$ cat src/rtl/c64_bus_pkg.sv
// rtl/c64_bus_pkg.sv - shared types and constants for the C64 bus arbiter
package c64_bus_pkg;

  localparam int         C64_ADDR_W         = 16;
  localparam logic [7:0] DEBUG_TIMEOUT_DATA = 8'hFF;

  typedef enum logic [2:0] {
    IDLE,
    STALL,
    ACCESS,
    ACK,
    RELEASE
  } arb_state_t;

endpackage

$ cat src/rtl/c64_arb_timeout.sv
// rtl/c64_arb_timeout.sv - loadable 24-bit stall timer with clear/enable and expiry flag
module c64_arb_timeout (
  input  logic        clk,
  input  logic        reset,
  input  logic        clear,
  input  logic        load,
  input  logic [23:0] load_value,
  input  logic        enable,
  input  logic [23:0] limit,
  output logic        expired
);

  logic [23:0] count;

  always_ff @(posedge clk or posedge reset) begin
    if (reset) begin
      count <= '0;
    end else if (clear) begin
      count <= '0;
    end else if (load) begin
      count <= load_value;
    end else if (enable) begin
      count <= count + 24'd1;
    end
  end

  // Fires in the limit-th enabled cycle so the owner can act on the following edge.
  assign expired = enable && (count == limit - 24'd1);

endmodule

$ cat src/rtl/c64_bus_arbiter.sv
// rtl/c64_bus_arbiter.sv - shares the C64 bus between the 6510 and the UART debug port
// Optional DEBUG_FREEZE_EN: debug_freeze keeps the CPU halted between debug accesses.
module c64_bus_arbiter
  import c64_bus_pkg::*;
#(
  parameter logic [23:0] TIMEOUT_CYCLES = 24'd1000000,
  parameter int          ADDR_W         = C64_ADDR_W
) (
  input  logic              clk,
  input  logic              reset,
  input  logic              slot_start,
  input  logic              slot_end,
  input  logic [ADDR_W-1:0] cpu_addr,
  input  logic              cpu_we,
  input  logic [7:0]        cpu_data_o,
  output logic              cpu_rdy,
  input  logic              debug_request,
  input  logic              debug_we,
  input  logic [ADDR_W-1:0] debug_addr,
  input  logic [7:0]        debug_data_o,
  output logic              debug_ack,
  output logic [7:0]        debug_data_i,
  input  logic              debug_freeze,
  output logic [ADDR_W-1:0] bus_addr,
  output logic              bus_we,
  output logic [7:0]        bus_data_o,
  input  logic [7:0]        bus_data_i,
  output logic              bus_owner_dbg
);

  arb_state_t state, state_next;
  logic       grant;
  logic       timeout_hit;
  logic       expired;
  logic       timed_out;
  logic       frozen;

  c64_arb_timeout u_timeout (
    .clk        (clk),
    .reset      (reset),
    .clear      (state != STALL),
    .load       (1'b0),
    .load_value (24'd0),
    .enable     (state == STALL),
    .limit      (TIMEOUT_CYCLES),
    .expired    (expired)
  );

`ifdef DEBUG_FREEZE_EN
  logic halted;

  // Remembers that the CPU is known to be parked, so a frozen CPU needs no write-slot wait.
  always_ff @(posedge clk or posedge reset) begin
    if (reset) begin
      halted <= 1'b0;
    end else if (grant) begin
      halted <= 1'b1;
    end else if (timeout_hit) begin
      halted <= 1'b0;
    end else if ((state == IDLE || state == RELEASE) && !debug_freeze) begin
      halted <= 1'b0;
    end
  end

  assign frozen = halted;
`else
  logic unused_debug_freeze;

  assign unused_debug_freeze = debug_freeze;
  assign frozen              = 1'b0;
`endif

  always_comb begin
    state_next  = state;
    grant       = 1'b0;
    timeout_hit = 1'b0;
    case (state)
      IDLE: begin
        if (debug_request) state_next = STALL;
      end
      STALL: begin
        if (!debug_request) begin
          state_next = IDLE;
        end else if (slot_start && (!cpu_we || frozen)) begin
          grant      = 1'b1;
          state_next = ACCESS;
        end else if (expired) begin
          timeout_hit = 1'b1;
          state_next  = ACK;
        end
      end
      ACCESS: begin
        if (slot_end) state_next = ACK;
      end
      ACK: begin
        state_next = RELEASE;
      end
      RELEASE: begin
        if (!debug_request) state_next = IDLE;
      end
      default: begin
        state_next = IDLE;
      end
    endcase
  end

  always_comb begin
    cpu_rdy = 1'b0;
    case (state)
      IDLE:         cpu_rdy = !frozen;
      ACK, RELEASE: cpu_rdy = timed_out;
      default:      cpu_rdy = 1'b0;
    endcase
  end

  always_ff @(posedge clk or posedge reset) begin
    if (reset) begin
      state        <= IDLE;
      timed_out    <= 1'b0;
      debug_data_i <= 8'h00;
    end else begin
      state <= state_next;
      if (timeout_hit) begin
        timed_out <= 1'b1;
      end else if (state == IDLE) begin
        timed_out <= 1'b0;
      end
      if (timeout_hit) begin
        debug_data_i <= DEBUG_TIMEOUT_DATA;
      end else if (state == ACCESS && slot_end && !debug_we) begin
        debug_data_i <= bus_data_i;
      end
    end
  end

  // The granted slot is owned from its slot_start cycle, before ACCESS is registered.
  assign bus_owner_dbg = (state == ACCESS) || grant;
  assign debug_ack     = (state == ACK);
  assign bus_addr      = bus_owner_dbg ? debug_addr   : cpu_addr;
  assign bus_we        = bus_owner_dbg ? debug_we     : cpu_we;
  assign bus_data_o    = bus_owner_dbg ? debug_data_o : cpu_data_o;

endmodule

$ cat config.mk
export PLATFORM = sky130hd
export DESIGN_NAME = c64_bus_arbiter
export DESIGN_NICKNAME = d
export VERILOG_FILES = /design/src/rtl/c64_bus_pkg.sv /design/src/rtl/c64_arb_timeout.sv /design/src/rtl/c64_bus_arbiter.sv
export SDC_FILE = /design/constraint.sdc
export NUM_CORES = 1
export LEC_CHECK = 0
export ABC_AREA = 1
export BUFFER_PORTS_ARGS = -buffer_cell sky130_fd_sc_hd__clkbuf_2
export CAP_MARGIN = 15
export CORE_MARGIN = 10
export CORE_UTILIZATION = 40
export DETAILED_ROUTE_END_ITERATION = 8
export PLACE_DENSITY = 0.69
export RECOVER_POWER = 25
export SLEW_MARGIN = 20
export SYNTH_ARGS = -nofsm -noshare
export SYNTH_HDL_FRONTEND = slang
export SYNTH_SLANG_ARGS = --single-unit
$ cat constraint.sdc
create_clock -name clk -period 1.7 [get_ports clk]
set_input_delay 0.34 -clock clk [delete_from_list [all_inputs] [get_ports clk]]
set_output_delay 0.34 -clock clk [all_outputs]
set_load 0.02 [all_outputs]
==> impl_metrics.toml <==
[worst_setup_path]
r2r_setup_slack_ns = 0.13
worst_path_max_delay_cell = "dfrtp_1"
worst_setup_path_endpoint = "bus_data_o[2]"
most_frequent_cell_on_the_critical_path = "buf_6"
critPathBufInv = 4
worst_ep_arrival_time_ns = 1.71
worstPathCellList = "buf_6 -> nand3_4 -> o21ai_4 -> buf_12 -> clkbuf_16 -> nand2_1 -> o21ai_2 -> buf_6"
critPathRequiredTime_ns = 1.36
critical_path.reg2reg.endpoint = "u_timeout.count[6]"
cp_num_cells = 8
cp_delay_by_family_top = "buffers and inverters"
cpPeakStageDelay_ns = 0.42
critPathLaunchType = "register"
setup.worst_path.class = "register to output port"
critical_path.endpoint_type = "output port"
worstReg2RegStart = "state[0]"
timing.reg2reg.worst_path_depth = 6
startpoint = "state[0]"
path_max_fanout = 6

[grt]
grt_pass1_wl_mm = 12.2
vias_in_the_first_global_route = 2664
tot_gr_track_use = 0.149
globalRoute.totalOverflow = 0
pin_count_of_the_biggest_net_entering_global_routing = 37
grt_antenna_before_repair = 0

[power_and_ir_drop]
p_seq_frac = 0.254
design_power_total_mw = 4.43
power.static_leakage_nw = 1.84
internal_power_mw = 2.58
pwr-share-comb = 0.576
worst_ir_drop_vdd_mv = 0.774
power_frac_clock = 0.170
switching_power_mw = 1.86
power_density_nw_per_um2 = 1240
switching_share = 0.419

[routing]
dr_total_vias = 2756
total_iterations_of_the_first_detailed_routing_run = 4
routed_via_density = 4.84
drtIter0Drc = 136
drt-wirelength-per-cell_um = 13.8
post-route-drc-count = 0
ant_nets = 0
drt-total-wl_mm = 7.86

[clocking]
numCtsBuffers = 5
cts_root_buf = "clkbuf_8"
clock_slew_at_the_register_clock_pins_of_the_worst_setup_and_hold_paths_ns = 0.08
clock_sink_count = 36
cts_tree = "built"
clock_tree.htree_level_count = 2
max-clock-path-buffers = 2
clock_insertion_delay_worst_skew_ns = 0.29

[sta]
timing.clock.skew_ns = 0.00941
worst_slew_pin_slew_ns = 0.891
setup_ws_ns = -0.355
hold-worst-slack_ns = 0.277
min_period_over_period = 1.21
min_period_ns = 2.05
slew_viol_final = 0
fmax_mhz = 487
report.final.hold_viol_count = 0
rsz0062_at_grt = "true"
number_of_failing_setup_endpoints_in_the_final_timing_report = 27
timing.setup.tns_ns = -7.80
slew_headroom = 0.406

[synth]
sequential_element_share_of_the_synthesized_area = 0.375
async_reset_ff_frac = 1.00
synth_enable_flop_cells = 0
ys_top_cells_by_area = "dfrtp_1 (38%), nand2_1 (16%), nor2_1 (10%)"
synth.cells.most_frequent = "nand2_1 (100), nor2_1 (67), inv_1 (60), dfrtp_1 (36), o21ai_1 (24)"
syn_inst = 371
synthesized_nets = 436
yosysMostFrequentCell = "nand2_1"
netlist.top_cell.by_area = "dfrtp_1"
avgSynthCellArea_um2 = 6.48
ys_ff_latch = 36
synth_largest_type_area_fraction = 0.375
ys_warn_count = 0
synth.distinct_cells = 29
syn-cell-area_um2 = 2400
postSynth.topFlopCell = "dfrtp_1"

[cells_and_area]
share_of_cells_above_drive_strength_1 = 0.358
fillerInstances = 550
number_of_inserted_diodes = 0
finalInstanceArea_um2 = 3580
areaGrowthSynthToFinish_pct = 49.1
finalNetCount = 558

[floorplanning]
initial_utilization = 0.408
number_of_placement_rows = 28
die-height_um = 97.5
die-area_um2 = 9510
top_level_ports = 100
floorplan.core_area_um2 = 5890
die_x_um = 97.5

[place]
detailed_place.area_um2 = 3070
port_buffers = 98
gp_congestion = 0.865
post_placement_worst_setup_slack_ns = -0.105
detailed_place_hpwl_mm = 5.83

[run_status]
status = "finished, violations left"
failed_checks = "negative setup slack"

[flow_run]
max_cap_viol_count = 0

[hold_path]
hp-class = "input pin to async pin"
layout by cell type (no fill, tap or decap), drive strengths merged:
cell      n
bufinv    1
ha        1
buf      48
clkbuf   81
clkinv    1
nor3      6
nor2     70
a21oi    14
dfrtp    36
inv      61
xor2      2
nand2   102
nand4     5
o21a      1
a31o      1
xnor2     1
o21bai    1
o21ai    40
nand3    22
what timing repair did:
action / 4_1_cts / 5_1_grt
pin swaps: 0 / 2
buffers inserted: 1 / 3
gates resized for setup: 29 / 89
hold endpoints to repair: 0 / 0
hold buffers: 0 / 0
endpoints found under the setup margin: 27 / 27
gates cloned: 1 / 3
power groups by stage:
stage | sequential [mW] | combinational (mW) | clock (mW)
4_1_cts | 1.11 | 2.06 | 0.765
6_report | 1.13 | 2.55 | 0.752
2_1_floorplan | 1.24 | 1.10 | 0
3_3_place_gp | 1.11 | 1.89 | 0
5_1_grt | 1.15 | 2.76 | 0.803
3_5_place_dp | 1.12 | 1.91 | 0
final cells by class:
cell class	count	area, µm²	area share
sequential	36	901	0.251
tap	75	93.8	0.0262
multi-input combinational	266	1350	0.378
timing repair buffer	123	897	0.250
inverter	61	229	0.0639
clock inverter	2	35.0	0.00978
clock buffer	6	72.6	0.0203
worst min-delay path by stage:
stage	cells after the start	slack, ns	from	endpoint
global placement	3	0.45	reset	u_timeout.count[0]
CTS	3	0.14	reset	u_timeout.count[0]
floorplan	1	0.45	u_timeout.count[0]	u_timeout.count[0]
global route	3	0.32	bus_data_i[4]	debug_data_i[4]
finish	3	0.28	reset	u_timeout.count[0]
detailed placement	3	0.46	reset	u_timeout.count[18]
metrics by stage:
step | instances | util
6_report | 569 | 0.609
5_1_grt | 569 | 0.609
4_1_cts | 563 | 0.555
3_5_place_dp | 553 | 0.521
3_3_place_gp | 553 | 0.521
2_1_floorplan | 371 | -
worst min-delay path: stages:
cell	delay (ns)
clkbuf_2	0.08
inv_1	0.04
clkbuf_2	0.67
metal layers:
layer	share of wire	up-vias	track usage
met4	0.012	0	0.0391
li1	-	1399	-
met2	0.48	103	0.253
met3	0.074	8	0.0455
met1	0.43	1246	0.178
met5	0	-	0
sequential cells by signal, indices dropped and copies added, names as in the netlist:
name and flops:
timed_out 1, u_timeout.count 24, debug_data_i 8, state 3
cells by family after synthesis:
family,synth area share
buf+inv,0.122
simple gates,0.359
fa+ha+maj,0.00521
flops,0.375
compound gates,0.127
xor+xnor,0.0109
Note: power is estimated with default switching activity, not from simulation.
